===== src/rtl/noc_pkg.sv =====
// Shared NoC definitions: flit field layout, port indices, flit types and
// the XY route function also used by the router's route-compute stage.
package noc_pkg;

  localparam int X_SIZE     = 4;
  localparam int Y_SIZE     = 4;
  localparam int X_W        = $clog2(X_SIZE);
  localparam int Y_W        = $clog2(Y_SIZE);
  localparam int VC_NUM     = 5;
  localparam int DATA_WIDTH = 64;
  localparam int FLIT_WIDTH = 80;
  localparam int MAX_LEN    = 16;
  localparam int LEN_W      = $clog2(MAX_LEN + 1);
  localparam int PORT_NUM   = 5;

  localparam int XP    = 0;
  localparam int XM    = 1;
  localparam int YM    = 2;
  localparam int YP    = 3;
  localparam int LOCAL = 4;

  localparam int TYPE_LSB = 0;
  localparam int HOP_LSB  = 2;
  localparam int DSTX_LSB = 7;
  localparam int DSTY_LSB = 9;
  localparam int VC_LSB   = 11;
  localparam int DATA_LSB = 16;

  typedef enum logic [1:0] {
    FLIT_IDLE = 2'b00,
    FLIT_HEAD = 2'b01,
    FLIT_BODY = 2'b10,
    FLIT_TAIL = 2'b11
  } flit_type_e;

  // Dimension-ordered routing: resolve X first, then Y, then eject locally.
  function automatic logic [PORT_NUM-1:0] xy_route(input logic [X_W-1:0] dst_x,
                                                   input logic [Y_W-1:0] dst_y,
                                                   input logic [X_W-1:0] cur_x,
                                                   input logic [Y_W-1:0] cur_y);
    logic [PORT_NUM-1:0] hop;
    hop = '0;
    if (dst_x > cur_x) begin
      hop[XP] = 1'b1;
    end else if (dst_x < cur_x) begin
      hop[XM] = 1'b1;
    end else if (dst_y < cur_y) begin
      hop[YM] = 1'b1;
    end else if (dst_y > cur_y) begin
      hop[YP] = 1'b1;
    end else begin
      hop[LOCAL] = 1'b1;
    end
    return hop;
  endfunction

  function automatic logic [FLIT_WIDTH-1:0] make_flit(input flit_type_e t,
                                                      input logic [PORT_NUM-1:0] hop,
                                                      input logic [X_W-1:0] dx,
                                                      input logic [Y_W-1:0] dy,
                                                      input logic [VC_NUM-1:0] vc,
                                                      input logic [DATA_WIDTH-1:0] data);
    logic [FLIT_WIDTH-1:0] f;
    f = '0;
    f[TYPE_LSB +: 2]          = t;
    f[HOP_LSB  +: PORT_NUM]   = hop;
    f[DSTX_LSB +: X_W]        = dx;
    f[DSTY_LSB +: Y_W]        = dy;
    f[VC_LSB   +: VC_NUM]     = vc;
    f[DATA_LSB +: DATA_WIDTH] = data;
    return f;
  endfunction

endpackage


===== src/rtl/rr_vc_select.sv =====
// Round-robin picker of a free virtual channel; the pointer only moves when
// the caller actually takes the grant.
module rr_vc_select
  import noc_pkg::*;
(
  input  logic              clk,
  input  logic              rst,
  input  logic [VC_NUM-1:0] busy,
  input  logic              advance,
  output logic [VC_NUM-1:0] grant,
  output logic              valid
);

  localparam int PTR_W = $clog2(VC_NUM);

  logic [PTR_W-1:0] ptr_r;
  logic [PTR_W-1:0] sel_s;
  logic [PTR_W-1:0] idx_s;
  logic [PTR_W:0]   sum_s;
  logic [PTR_W-1:0] nxt_ptr_s;

  // First non-busy VC at or above the pointer, wrapping past VC_NUM-1.
  always_comb begin
    grant = '0;
    valid = 1'b0;
    sel_s = '0;
    sum_s = '0;
    idx_s = '0;
    for (int i = 0; i < VC_NUM; i++) begin
      sum_s = {1'b0, ptr_r} + (PTR_W + 1)'(i);
      if (sum_s >= (PTR_W + 1)'(VC_NUM)) begin
        sum_s = sum_s - (PTR_W + 1)'(VC_NUM);
      end else begin
        sum_s = sum_s;
      end
      idx_s = sum_s[PTR_W-1:0];
      if (!valid && !busy[idx_s]) begin
        valid        = 1'b1;
        grant[idx_s] = 1'b1;
        sel_s        = idx_s;
      end else begin
        valid = valid;
      end
    end
  end

  assign nxt_ptr_s = (sel_s == PTR_W'(VC_NUM - 1)) ? '0 : sel_s + PTR_W'(1);

  // Pointer register: restart just past the VC that was granted.
  always_ff @(posedge clk) begin
    if (rst) begin
      ptr_r <= '0;
    end else if (advance && valid) begin
      ptr_r <= nxt_ptr_s;
    end else begin
      ptr_r <= ptr_r;
    end
  end

endmodule


===== src/rtl/ni_packetizer.sv =====
// NI transmit side: wraps a header plus payload words into a wormhole packet
// of head/body/tail flits on one round-robin-chosen VC of the local port.
module ni_packetizer
  import noc_pkg::*;
(
  input  logic                  clk,
  input  logic                  rst,
  input  logic [X_W-1:0]        id_x,
  input  logic [Y_W-1:0]        id_y,
  input  logic                  msg_valid,
  output logic                  msg_ready,
  input  logic [1:0]            msg_dst_x,
  input  logic [1:0]            msg_dst_y,
  input  logic [LEN_W-1:0]      msg_len,
  input  logic                  pay_valid,
  output logic                  pay_ready,
  input  logic [DATA_WIDTH-1:0] pay_data,
  input  logic [VC_NUM-1:0]     vc_busy_in,
  output logic [FLIT_WIDTH-1:0] flit_out,
  output logic                  pkt_done,
  output logic                  err_len
);

  typedef enum logic [1:0] {
    S_IDLE  = 2'b00,
    S_ALLOC = 2'b01,
    S_SEND  = 2'b10
  } state_e;

  state_e                state_r, state_n;
  logic [X_W-1:0]        dst_x_r;
  logic [Y_W-1:0]        dst_y_r;
  logic [LEN_W-1:0]      len_r, rem_r;
  logic [PORT_NUM-1:0]   hop_r;
  logic [VC_NUM-1:0]     cur_vc_r, vc_grant_s;
  logic                  vc_valid_s, advance_s;
  logic                  msg_hs_s, pay_hs_s, len_bad_s;
  logic [DATA_WIDTH-1:0] head_data_s;
  logic [FLIT_WIDTH-1:0] flit_n;
  logic                  pkt_done_n, err_len_n;

  rr_vc_select u_vc_sel (
    .clk     (clk),
    .rst     (rst),
    .busy    (vc_busy_in),
    .advance (advance_s),
    .grant   (vc_grant_s),
    .valid   (vc_valid_s)
  );

  // Ready flags; a payload word may only move while the held VC can take it.
  always_comb begin
    msg_ready = 1'b0;
    pay_ready = 1'b0;
    if (!rst && state_r == S_IDLE) begin
      msg_ready = 1'b1;
    end else begin
      msg_ready = 1'b0;
    end
    if (!rst && state_r == S_SEND) begin
      pay_ready = ~|(vc_busy_in & cur_vc_r);
    end else begin
      pay_ready = 1'b0;
    end
  end

  assign msg_hs_s  = msg_valid && msg_ready;
  assign pay_hs_s  = pay_valid && pay_ready;
  assign len_bad_s = (msg_len == '0) || (msg_len > LEN_W'(MAX_LEN));

  // Next state and the flit/pulses to register on this edge.
  always_comb begin
    state_n     = state_r;
    flit_n      = '0;
    pkt_done_n  = 1'b0;
    err_len_n   = 1'b0;
    advance_s   = 1'b0;
    head_data_s = '0;
    head_data_s[7:0]   = 8'(len_r);
    head_data_s[9:8]   = id_x;
    head_data_s[11:10] = id_y;
    case (state_r)
      S_IDLE: begin
        if (msg_hs_s && len_bad_s) begin
          err_len_n = 1'b1;
        end else if (msg_hs_s) begin
          state_n = S_ALLOC;
        end else begin
          state_n = S_IDLE;
        end
      end
      S_ALLOC: begin
        if (vc_valid_s) begin
          advance_s = 1'b1;
          state_n   = S_SEND;
          flit_n    = make_flit(FLIT_HEAD, hop_r, dst_x_r, dst_y_r, vc_grant_s, head_data_s);
        end else begin
          state_n = S_ALLOC;
        end
      end
      S_SEND: begin
        if (pay_hs_s && rem_r == LEN_W'(1)) begin
          flit_n     = make_flit(FLIT_TAIL, hop_r, dst_x_r, dst_y_r, cur_vc_r, pay_data);
          pkt_done_n = 1'b1;
          state_n    = S_IDLE;
        end else if (pay_hs_s) begin
          flit_n = make_flit(FLIT_BODY, hop_r, dst_x_r, dst_y_r, cur_vc_r, pay_data);
        end else begin
          state_n = S_SEND;
        end
      end
      default: begin
        state_n = S_IDLE;
      end
    endcase
  end

  // State, registered outputs and per-packet context.
  always_ff @(posedge clk) begin
    if (rst) begin
      state_r  <= S_IDLE;
      flit_out <= '0;
      pkt_done <= 1'b0;
      err_len  <= 1'b0;
      dst_x_r  <= '0;
      dst_y_r  <= '0;
      len_r    <= '0;
      rem_r    <= '0;
      hop_r    <= '0;
      cur_vc_r <= '0;
    end else begin
      state_r  <= state_n;
      flit_out <= flit_n;
      pkt_done <= pkt_done_n;
      err_len  <= err_len_n;
      if (msg_hs_s && !len_bad_s) begin
        dst_x_r <= msg_dst_x;
        dst_y_r <= msg_dst_y;
        len_r   <= msg_len;
        rem_r   <= msg_len;
        hop_r   <= xy_route(msg_dst_x, msg_dst_y, id_x, id_y);
      end else if (advance_s) begin
        cur_vc_r <= vc_grant_s;
      end else if (pay_hs_s) begin
        rem_r <= rem_r - LEN_W'(1);
      end
    end
  end

endmodule


===== config.mk =====
export PLATFORM = sky130hd
export DESIGN_NAME = ni_packetizer
export DESIGN_NICKNAME = d
export VERILOG_FILES = /design/src/rtl/noc_pkg.sv /design/src/rtl/rr_vc_select.sv /design/src/rtl/ni_packetizer.sv
export SDC_FILE = /design/constraint.sdc
export NUM_CORES = 1
export LEC_CHECK = 0
export CAP_MARGIN = 15
export CORE_ASPECT_RATIO = 0.9
export CORE_MARGIN = 2
export CORE_UTILIZATION = 39
export CTS_CLUSTER_DIAMETER = 80
export DETAILED_ROUTE_END_ITERATION = 8
export PLACE_DENSITY = 0.74
export SYNTH_ARGS = -nofsm -noshare
export SYNTH_HDL_FRONTEND = slang
export SYNTH_SLANG_ARGS = --single-unit
export TNS_END_PERCENT = 5

===== constraint.sdc =====
create_clock -name clk -period 10.9 [get_ports clk]
set_input_delay 1.09 -clock clk [delete_from_list [all_inputs] [get_ports clk]]
set_output_delay 1.09 -clock clk [all_outputs]
set_load 0.01 [all_outputs]

==> flow_summary.yaml, run 1 <==
setup_path:
  cp_common_cell: "ha_1"
  crit_path_end_kind: "flip-flop"
  startpoint_type: "flip-flop"
  startpoint: "u_vc_sel.ptr_r[0]"
  critical_path_class: "reg -> reg"
  critPathMaxStageDelay_ps: 590
  required_ps: 11160
  reg2regPathDepth: 16
  worstPathMaxFanout: 39
  path_cells: "buf_4 > inv_2 > ha_1 > ha_1 > nor2_1 > a21o_1 > a311oi_1 > o22ai_1 > and4bb_4 > a21oi_1 > a31oi_1 > inv_1 > ha_1 > nor2_1 > mux2i_1 > a211oi_1"
  worstPathArrival_ps: 4670
  reg2reg_slack_ps: 6500
  r2r-end: "u_vc_sel.ptr_r[2]"
  r2r-start: "u_vc_sel.ptr_r[0]"
  cpMaxStageDelayCell: "ha_1"
sta:
  setup_viol: 0
  finClkSkew_ps: 3.27
  slew_viol_final: 0
  max_freq_ghz: 0.227
  worst_pin_slew_ps: 909
  rsz0062_at_grt: "false"
  period_needed_ps: 4400
  finalSetupTns_ps: 0
  fin_crit_sh: 0.404
  maxSlewHeadroom: 0.393
  holdWs_ps: 457
  hold_violations: 0
power:
  ir_drop_mv: 0.0841
  powerDensity_nw_per_um2: 142
  leakage_nw: 2.93
drt:
  drc: 0
  route.met3.wl_microns: 1240
  first_iter_violations: 316
  num_vias: 4953
  vias_per_cell: 5.49
  dr_wl_met2_microns: 7020
  first_pass_iters: 5
  ant_nets: 0
  routed_wl_microns: 15100
  routedWlPerCell_microns: 16.8
  routed.top_layer: "met4"
  wl_met1_microns: 6430
final_layout:
  layout.nets: 837
  synthToLayoutAreaGrowth_pct: 39.2
  final_area_sq_um: 7340
  drive_above_1_share: 0.0653
  diodes: 0
synth:
  synth_edf_count: 0
  syn_inst: 585
  synth_top_area_share: 0.421
  yosysMostFrequentCell: "dfxtp_1"
  ys_seq_elements: 111
  synth_area_leaders: "dfxtp_1 (42%), and3_1 (6.9%), ha_1 (4.7%)"
  synth_commonest_cells: "dfxtp_1 (111), and3_1 (58), nand2_1 (46), nor2_1 (42), a21oi_1 (38)"
  synth_ff_type: "dfxtp_1"
  synthesis.area_sq_um: 5270
  synth.distinct_cells: 75
  synth_top_area_cell: "dfxtp_1"
  synthArstFlopShare: 0
  ys_warn_count: 0
  syn_area_per_cell_sq_um: 9.01
  synth-seq-area-share: 0.421
  syn-num-nets: 692
cts:
  numClockSinks: 111
  cts_buffer_depth: 2
  cts.clk_slew.worst_paths_ps: 70
  hold_buffers: 0
  cts_tree: "done"
  post_cts_resized: 0
  clk_latency_ps: 350
  htree_levels: 3
  post_cts_buffers: 0
  cts_root_buffer: "clkbuf_16"
  cts_buffers: 9
hold_path:
  hold_end: "flit_out[7]"
  min-delay-start: "dst_x_r[0]"
  holdPathStages: 1
  hold_class: "reg -> reg"
global_routing:
  antenna_found_initial: 0
  grt_max_degree: 60
  grt_pass1_wl_microns: 23400
  grt_pass1_vias: 4505
  gr-total-overflow: 0
  grt_util_all_layers: 0.202
placement:
  io_buffers: 169
  gp_congestion: 0.907
  postPlaceCellArea_sq_um: 7030
  dpl.hpwl_microns: 11400
floorplan:
  core_sq_um: 13300
  rows: 40
  die_area_sq_um: 14500
  initial_utilization: 0.398
  die_y_microns: 114
  io_pins: 170
  die_w_microns: 127
outcome:
  status: "completed"
job:
  drv_cap: 0
## cell usage in the layout (no fill, tap or decap), types with 11 or more instances in the layout
master and count:
nor2_1 42, and3_1 58, ha_1 20, clkdlybuf4s50_1 169, nor3_1 15, nand2_1 46
dfxtp_1 111, nand3_1 14, a211oi_1 17, mux2i_1 11, inv_1 20, a21oi_1 38
o21ai_0 11
## layer usage
metal | global-route usage | up-vias
li1 | - | 2380
met1 | 0.257 | 2285
met2 | 0.329 | 250
met3 | 0.0556 | 38
met4 | 0.0747 | 0
met5 | 0 | -
## registers in the layout, indices dropped and copies added (netlist names)
signal,cells
u_vc_sel.ptr_r,3
err_len,1
rem_r,5
flit_out,80
pkt_done,1
state_r,2
len_r,5
hop_r,5
dst_x_r,2
dst_y_r,2
cur_vc_r,5
## area by class of cell
cell class                      count  area, sq um
Sequential cell                   111         2220
Inverter                           23         86.3
Timing Repair Buffer              174         1730
Clock inverter                      6         75.1
Fill cell                        1153         5920
Clock buffer                       10          239
Tap cell                          168          210
Multi-Input combinational cell    411         2780
## critical path: cells and delay by family (launching register included)
| kind | cells | cell delay [ps] |
|---|---|---|
| AO/OA/AOI/OAI | 6 | 1410 |
| adder cells (fa/ha/maj) | 3 | 1100 |
| buffers and inverters | 3 | 690 |
| flip-flops | 1 | 310 |
| multiplexers | 1 | 70 |
| AND/OR/NAND/NOR | 3 | 680 |
## stage by stage
step,worst slack [ps],std cells,total power [mW],utilization
after floorplan,7200,585,0.623,-
after global placement,6580,887,0.703,0.530
after detailed placement,6500,887,0.704,0.530
after CTS,6570,903,1.04,0.553
after global routing,6180,903,1.09,0.553
final,6500,903,1.04,0.553
## power breakdown
group	internal, mW	switching [mW]
clock	0.189	0.153
combinational	0.119	0.163
sequential	0.412	0.00608
total	0.719	0.321
## worst max-delay path by stage
stage	end	slack, ps
2_1_floorplan	u_vc_sel.ptr_r[2]	7200
3_3_place_gp	u_vc_sel.ptr_r[2]	6580
3_5_place_dp	state_r[1]	6500
4_1_cts	u_vc_sel.ptr_r[2]	6570
5_1_grt	u_vc_sel.ptr_r[0]	6180
6_report	u_vc_sel.ptr_r[2]	6500
## kinds of logic after synthesis
family	share of synthesized area
AND/OR/NAND/NOR	0.233
AO/OA/AOI/OAI	0.188
flip-flops	0.421
XOR/XNOR	0.0230
multiplexers	0.0306
adder cells (fa/ha/maj)	0.0513
buffers and inverters	0.0522
Power figures use the tool's default switching activity.
==> run 2: changes to the inputs <==
- PLACE_DENSITY: 0.74 -> 0.77
- clock period: 10.9 -> 3.7 ns (I/O delays scaled with it)
==> run 2 against run 1 <==
Global-route usage rose by 2.3 points. Die area did not move. Worst setup slack got worse by 6300 ps. Total power rose to 3.1 times the previous value. Largest power group unchanged. Sequential share of layout area fell by 1.6 points.
==> flow_summary.yaml, run 2 (synthesis results as in run 1) <==
outcome:
  status: "completed"
hold_path:
  min-delay-start: "dst_x_r[0]"
  hold_class: "reg -> reg"
  holdPathStages: 2
  hold_end: "dst_x_r[0]"
final_layout:
  layout_common_cells: "clkdlybuf4s50_1 (169), dfxtp_1 (110), and3_1 (58)"
  final_area_sq_um: 7760
  final_common_cell: "clkdlybuf4s50_1"
  synthToLayoutAreaGrowth_pct: 47.2
  layout.nets: 871
  largest_reg_flops: 80
  regMostFlops: "flit_out"
  drive_above_1_share: 0.139
  diodes: 0
power:
  leakage_nw: 3.11
  ir_drop_mv: 0.281
  power_mw: 3.24
  powerDensity_nw_per_um2: 418
drt:
  first_pass_iters: 5
  routed_wl_microns: 16800
  num_vias: 5177
  ant_nets: 0
  first_iter_violations: 465
  vias_per_cell: 5.53
  routedWlPerCell_microns: 17.9
  drc: 0
global_routing:
  gr-total-overflow: 0
  grt_util_all_layers: 0.225
  antenna_found_initial: 0
  grt_pass1_vias: 5028
  grt_pass1_wl_microns: 26200
  grt_max_degree: 37
setup_path:
  r2r-end: "u_vc_sel.ptr_r[2]"
  critical_path_class: "reg -> reg"
  startpoint_type: "flip-flop"
  worstPathMaxFanout: 7
  crit_path_end_kind: "flip-flop"
  reg2reg_slack_ps: 180
  required_ps: 3960
  worstPathArrival_ps: 3780
  reg2regPathDepth: 15
  r2r-start: "u_vc_sel.ptr_r[0]"
placement:
  postPlaceCellArea_sq_um: 7250
  dpl.hpwl_microns: 12700
  pre_cts_ws_ps: -57.6
  io_buffers: 169
  gp_congestion: 0.961
sta:
  holdWs_ps: 457
  finClkSkew_ps: 6.66
  period_needed_ps: 3520
  fin_ws_ps: 181
  max_freq_ghz: 0.284
  fin_crit_sh: 0.951
  worst_pin_slew_ps: 802
  finalSetupTns_ps: 0
  setup_viol: 0
  hold_violations: 0
  maxSlewHeadroom: 0.463
  slew_viol_final: 0
floorplan:
  core_sq_um: 13300
  die_y_microns: 114
  die_w_microns: 127
  io_pins: 170
  rows: 40
  die_area_sq_um: 14500
  initial_utilization: 0.398
cts:
  cts_tree: "done"
  cts_buffers: 9
  cts_root_buffer: "clkbuf_16"
  hold_buffers: 0
  cts.clk_slew.worst_paths_ps: 70
  cts_buffer_depth: 2
  clk_latency_ps: 350
  htree_levels: 3
  numClockSinks: 111
job:
  drv_cap: 0
run 2: cell types whose count changed in the layout (fill, tap and decap cells not counted), moves of 2 or more:
| cell | delta |
|---|---|
| a21oi_1 | -3 |
| a21oi_2 | +3 |
| a31oi_1 | -3 |
| a31oi_2 | +2 |
| buf_4 | +33 |
| ha_1 | -5 |
| ha_2 | +4 |
run 2: worst max-delay path: stages, from the launching register on:
cell,delay [ps]
dfxtp_1,390
inv_2,110
ha_1,220
inv_1,80
fa_2,450
o21a_2,260
mux2i_1,140
o221a_1,350
and4bb_4,390
a21oi_1,110
a31oi_2,250
inv_1,70
ha_1,200
nor2_1,120
mux2i_1,90
a211oi_1,220
run 2: how the worst max path moves through the flow:
stage	startpoint	end	slack [ps]	depth (start not counted)
floorplan	u_vc_sel.ptr_r[0]	u_vc_sel.ptr_r[2]	4	18
global placement	u_vc_sel.ptr_r[0]	u_vc_sel.ptr_r[2]	100	16
detailed placement	u_vc_sel.ptr_r[0]	u_vc_sel.ptr_r[2]	-60	16
CTS	u_vc_sel.ptr_r[0]	u_vc_sel.ptr_r[2]	2	16
global route	u_vc_sel.ptr_r[0]	u_vc_sel.ptr_r[2]	-80	17
finish	u_vc_sel.ptr_r[0]	u_vc_sel.ptr_r[2]	180	15
run 2: area by class of cell:
cell class,instances,area [sq um]
Fill cell,1070,5500
Multi-Input combinational cell,411,2930
Sequential cell,111,2220
Timing Repair Buffer,208,1990
Clock buffer,10,239
Tap cell,168,210
Inverter,23,86.3
Clock inverter,6,83.8
run 2: what timing repair did:
action / in CTS / in global routing
pin swaps: 1 / 7
buffers inserted: 1 / 3
setup endpoints to repair: 2 / 7
gates resized for setup: 2 / 32
run 2: power breakdown:
group	switching, mW	internal (mW)
registers	0.0181	1.21
clock network	0.453	0.560
logic	0.556	0.444
run 2: per-layer routing:
layer | part of all wire | GRT usage | vias to the layer above | routed length (microns)
met1 | 0.41 | 0.282 | 2403 | 6840
met2 | 0.48 | 0.378 | 274 | 8080
li1 | - | - | 2449 | -
met4 | 0.031 | 0.0850 | 0 | 515
met5 | 0 | 0 | - | 0
met3 | 0.079 | 0.0528 | 51 | 1330
run 2: stage by stage:
| step | cells | util |
|---|---|---|
| 3_3_place_gp | 917 | 0.547 |
| 2_1_floorplan | 585 | - |
| 6_report | 937 | 0.585 |
| 4_1_cts | 934 | 0.572 |
| 3_5_place_dp | 917 | 0.547 |
| 5_1_grt | 937 | 0.585 |
==> run 3: changes to the inputs <==
- SYNTH_HIERARCHICAL: default -> 1
==> run 3 against run 2 <==
Cell area about the same. Synthesized cell count is 3.6% lower. Die area fell by 1.4%. Critical path type unchanged. First-iteration DRC count decreased by 27%. Global-route usage is 2.2 points lower. Clock power barely moved. Largest power group is now combinational cells. Sequential share of layout area about the same.
==> flow_summary.yaml, run 3 <==
outcome:
  status: "completed"
floorplan:
  rows: 39
  initial_utilization: 0.405
  core_sq_um: 12800
  die_area_sq_um: 14300
  die_y_microns: 113
  io_pins: 170
  die_w_microns: 126
synth:
  synth-seq-area-share: 0.428
  ys_seq_elements: 111
  ys_warn_count: 6
  syn-num-nets: 671
  synthesis.area_sq_um: 5190
  syn_inst: 564
  synth_area_leaders: "dfxtp_1 (43%), and3_1 (7.1%), ha_1 (4.8%)"
  syn_area_per_cell_sq_um: 9.21
  synth.distinct_cells: 84
  yosysMostFrequentCell: "dfxtp_1"
  synth_commonest_cells: "dfxtp_1 (111), and3_1 (59), nor2_1 (51), nand2_1 (36), a21oi_1 (27)"
  synth_top_area_cell: "dfxtp_1"
  synth_ff_type: "dfxtp_1"
  synthArstFlopShare: 0
  synth_edf_count: 0
  synth_top_area_share: 0.428
setup_path:
  r2r-end: "u_vc_sel/ptr_r[2]"
  r2r-start: "u_vc_sel/ptr_r[1]"
  reg2regPathDepth: 16
  crit_path_end_kind: "flip-flop"
  startpoint_type: "flip-flop"
  worstPathArrival_ps: 3850
  worstPathMaxFanout: 5
  startpoint: "u_vc_sel/ptr_r[1]"
  required_ps: 3930
  critical_path_class: "reg -> reg"
  reg2reg_slack_ps: 80
hold_path:
  min-delay-start: "hop_r[2]"
  holdPathStages: 2
  hold_class: "reg -> reg"
  hold_end: "hop_r[2]"
global_routing:
  gr-total-overflow: 0
  antenna_found_initial: 0
  grt_pass1_vias: 4836
  grt_pass1_wl_microns: 23800
  grt_util_all_layers: 0.203
  grt_max_degree: 57
sta:
  finalSetupTns_ps: 0
  worst_pin_slew_ps: 704
  period_needed_ps: 3620
  fin_crit_sh: 0.978
  maxSlewHeadroom: 0.531
  finClkSkew_ps: 14.7
  rsz0062_at_grt: "true"
  max_freq_ghz: 0.276
  hold_violations: 0
  slew_viol_final: 0
  setup_viol: 0
drt:
  first_iter_violations: 341
  drc: 0
  first_pass_iters: 5
  routed_wl_microns: 15000
  ant_nets: 0
  routedWlPerCell_microns: 16.1
  vias_per_cell: 5.26
  num_vias: 4906
final_layout:
  fillCellCount: 1067
  synthToLayoutAreaGrowth_pct: 49.5
  diodes: 0
  final_util: 0.605
  layout_common_cells: "clkdlybuf4s50_1 (169), dfxtp_1 (108), and3_1 (59)"
  largest_reg_flops: 80
  final_common_cell: "clkdlybuf4s50_1"
  drive_above_1_share: 0.165
  layoutNonFillerInstCount: 933
  regMostFlops: "flit_out"
  layout.nets: 872
cts:
  htree_levels: 3
  numClockSinks: 111
  hold_buffers: 0
  cts_buffers: 9
  cts_root_buffer: "clkbuf_16"
  clk_latency_ps: 340
  cts.clk_slew.worst_paths_ps: 80
  cts_tree: "done"
  cts_buffer_depth: 2
power:
  power_mw: 5.12
  leakage_nw: 3.19
  powerDensity_nw_per_um2: 659
  ir_drop_mv: 0.365
placement:
  io_buffers: 169
  gp_congestion: 0.967
  dpl.hpwl_microns: 11500
  dp_cells: 910
job:
  drv_cap: 0
-- run 3: changes by cell type after synthesis, sizes merged, moves of 6 or more --
cell / before / now
nor2: 43 / 51
mux2i: 12 / 18
clkbuf: 25 / 17
nand2: 46 / 38
a211oi: 18 / 11
a21oi: 38 / 30
-- run 3: report_power, final --
| group | switching (mW) | internal, mW | total, mW |
|---|---|---|---|
| combinational | 1.55 | 1.30 | 2.85 |
| sequential | 0.0422 | 1.24 | 1.29 |
| clock | 0.446 | 0.535 | 0.981 |
| total | 2.04 | 3.08 | 5.12 |
-- run 3: how the worst max path moves through the flow --
stage / endpoint
finish: u_vc_sel/ptr_r[2]
global route: u_vc_sel/ptr_r[2]
CTS: u_vc_sel/ptr_r[2]
detailed placement: u_vc_sel/ptr_r[2]
global placement: u_vc_sel/ptr_r[2]
floorplan: u_vc_sel/ptr_r[2]
-- run 3: layout make-up --
| cell class | count | area [sq um] | share of cell area |
|---|---|---|---|
| multi-input combinational | 395 | 2820 | 0.363 |
| sequential | 111 | 2230 | 0.287 |
| timing repair buffer | 221 | 2100 | 0.270 |
| clock buffer | 9 | 225 | 0.0290 |
| tap | 164 | 205 | 0.0264 |
| inverter | 27 | 109 | 0.0140 |
| clock inverter | 6 | 78.8 | 0.0102 |
-- run 3: critical path, cell delays in order, from the launching register on --
cell	delay, ps
dfxtp_4	380
clkinvlp_4	150
ha_4	200
buf_4	140
or4b_4	480
nand3_2	100
nand4_1	100
o211ai_1	160
a21boi_2	270
or4b_4	510
nor2_4	100
and3b_2	250
inv_1	70
ha_1	160
nor2_1	40
and3_1	170
o31a_1	230
-- run 3: stage by stage --
stage / cell area [sq um] / hold slack [ps] / worst slack, ps
finish: 7760 / 452 / 81.2
global route: 7760 / 478 / -88.1
CTS: 7600 / 458 / 1.75
detailed placement: 7290 / 447 / -21.6
global placement: 7290 / 438 / 65.9
floorplan: 5220 / 427 / 21.6
-- run 3: repair_timing --
item / in CTS / in global routing
pin swaps: 0 / 7
buffers inserted: 0 / 8
setup endpoints to repair: 1 / 24
gates resized for setup: 2 / 25
-- run 3: layer usage --
metal  wire, microns  track usage
met1            6400        0.258
met3            1370       0.0694
met5               0            0
met4             114       0.0467
met2            7110        0.335
-- run 3: cell families after synthesis --
group	synth area share
AND/OR/NAND/NOR	0.239
AO/OA/AOI/OAI	0.171
flip-flops	0.428
buffers and inverters	0.0496
adder cells (fa/ha/maj)	0.0520
multiplexers	0.0390
XOR/XNOR	0.0214
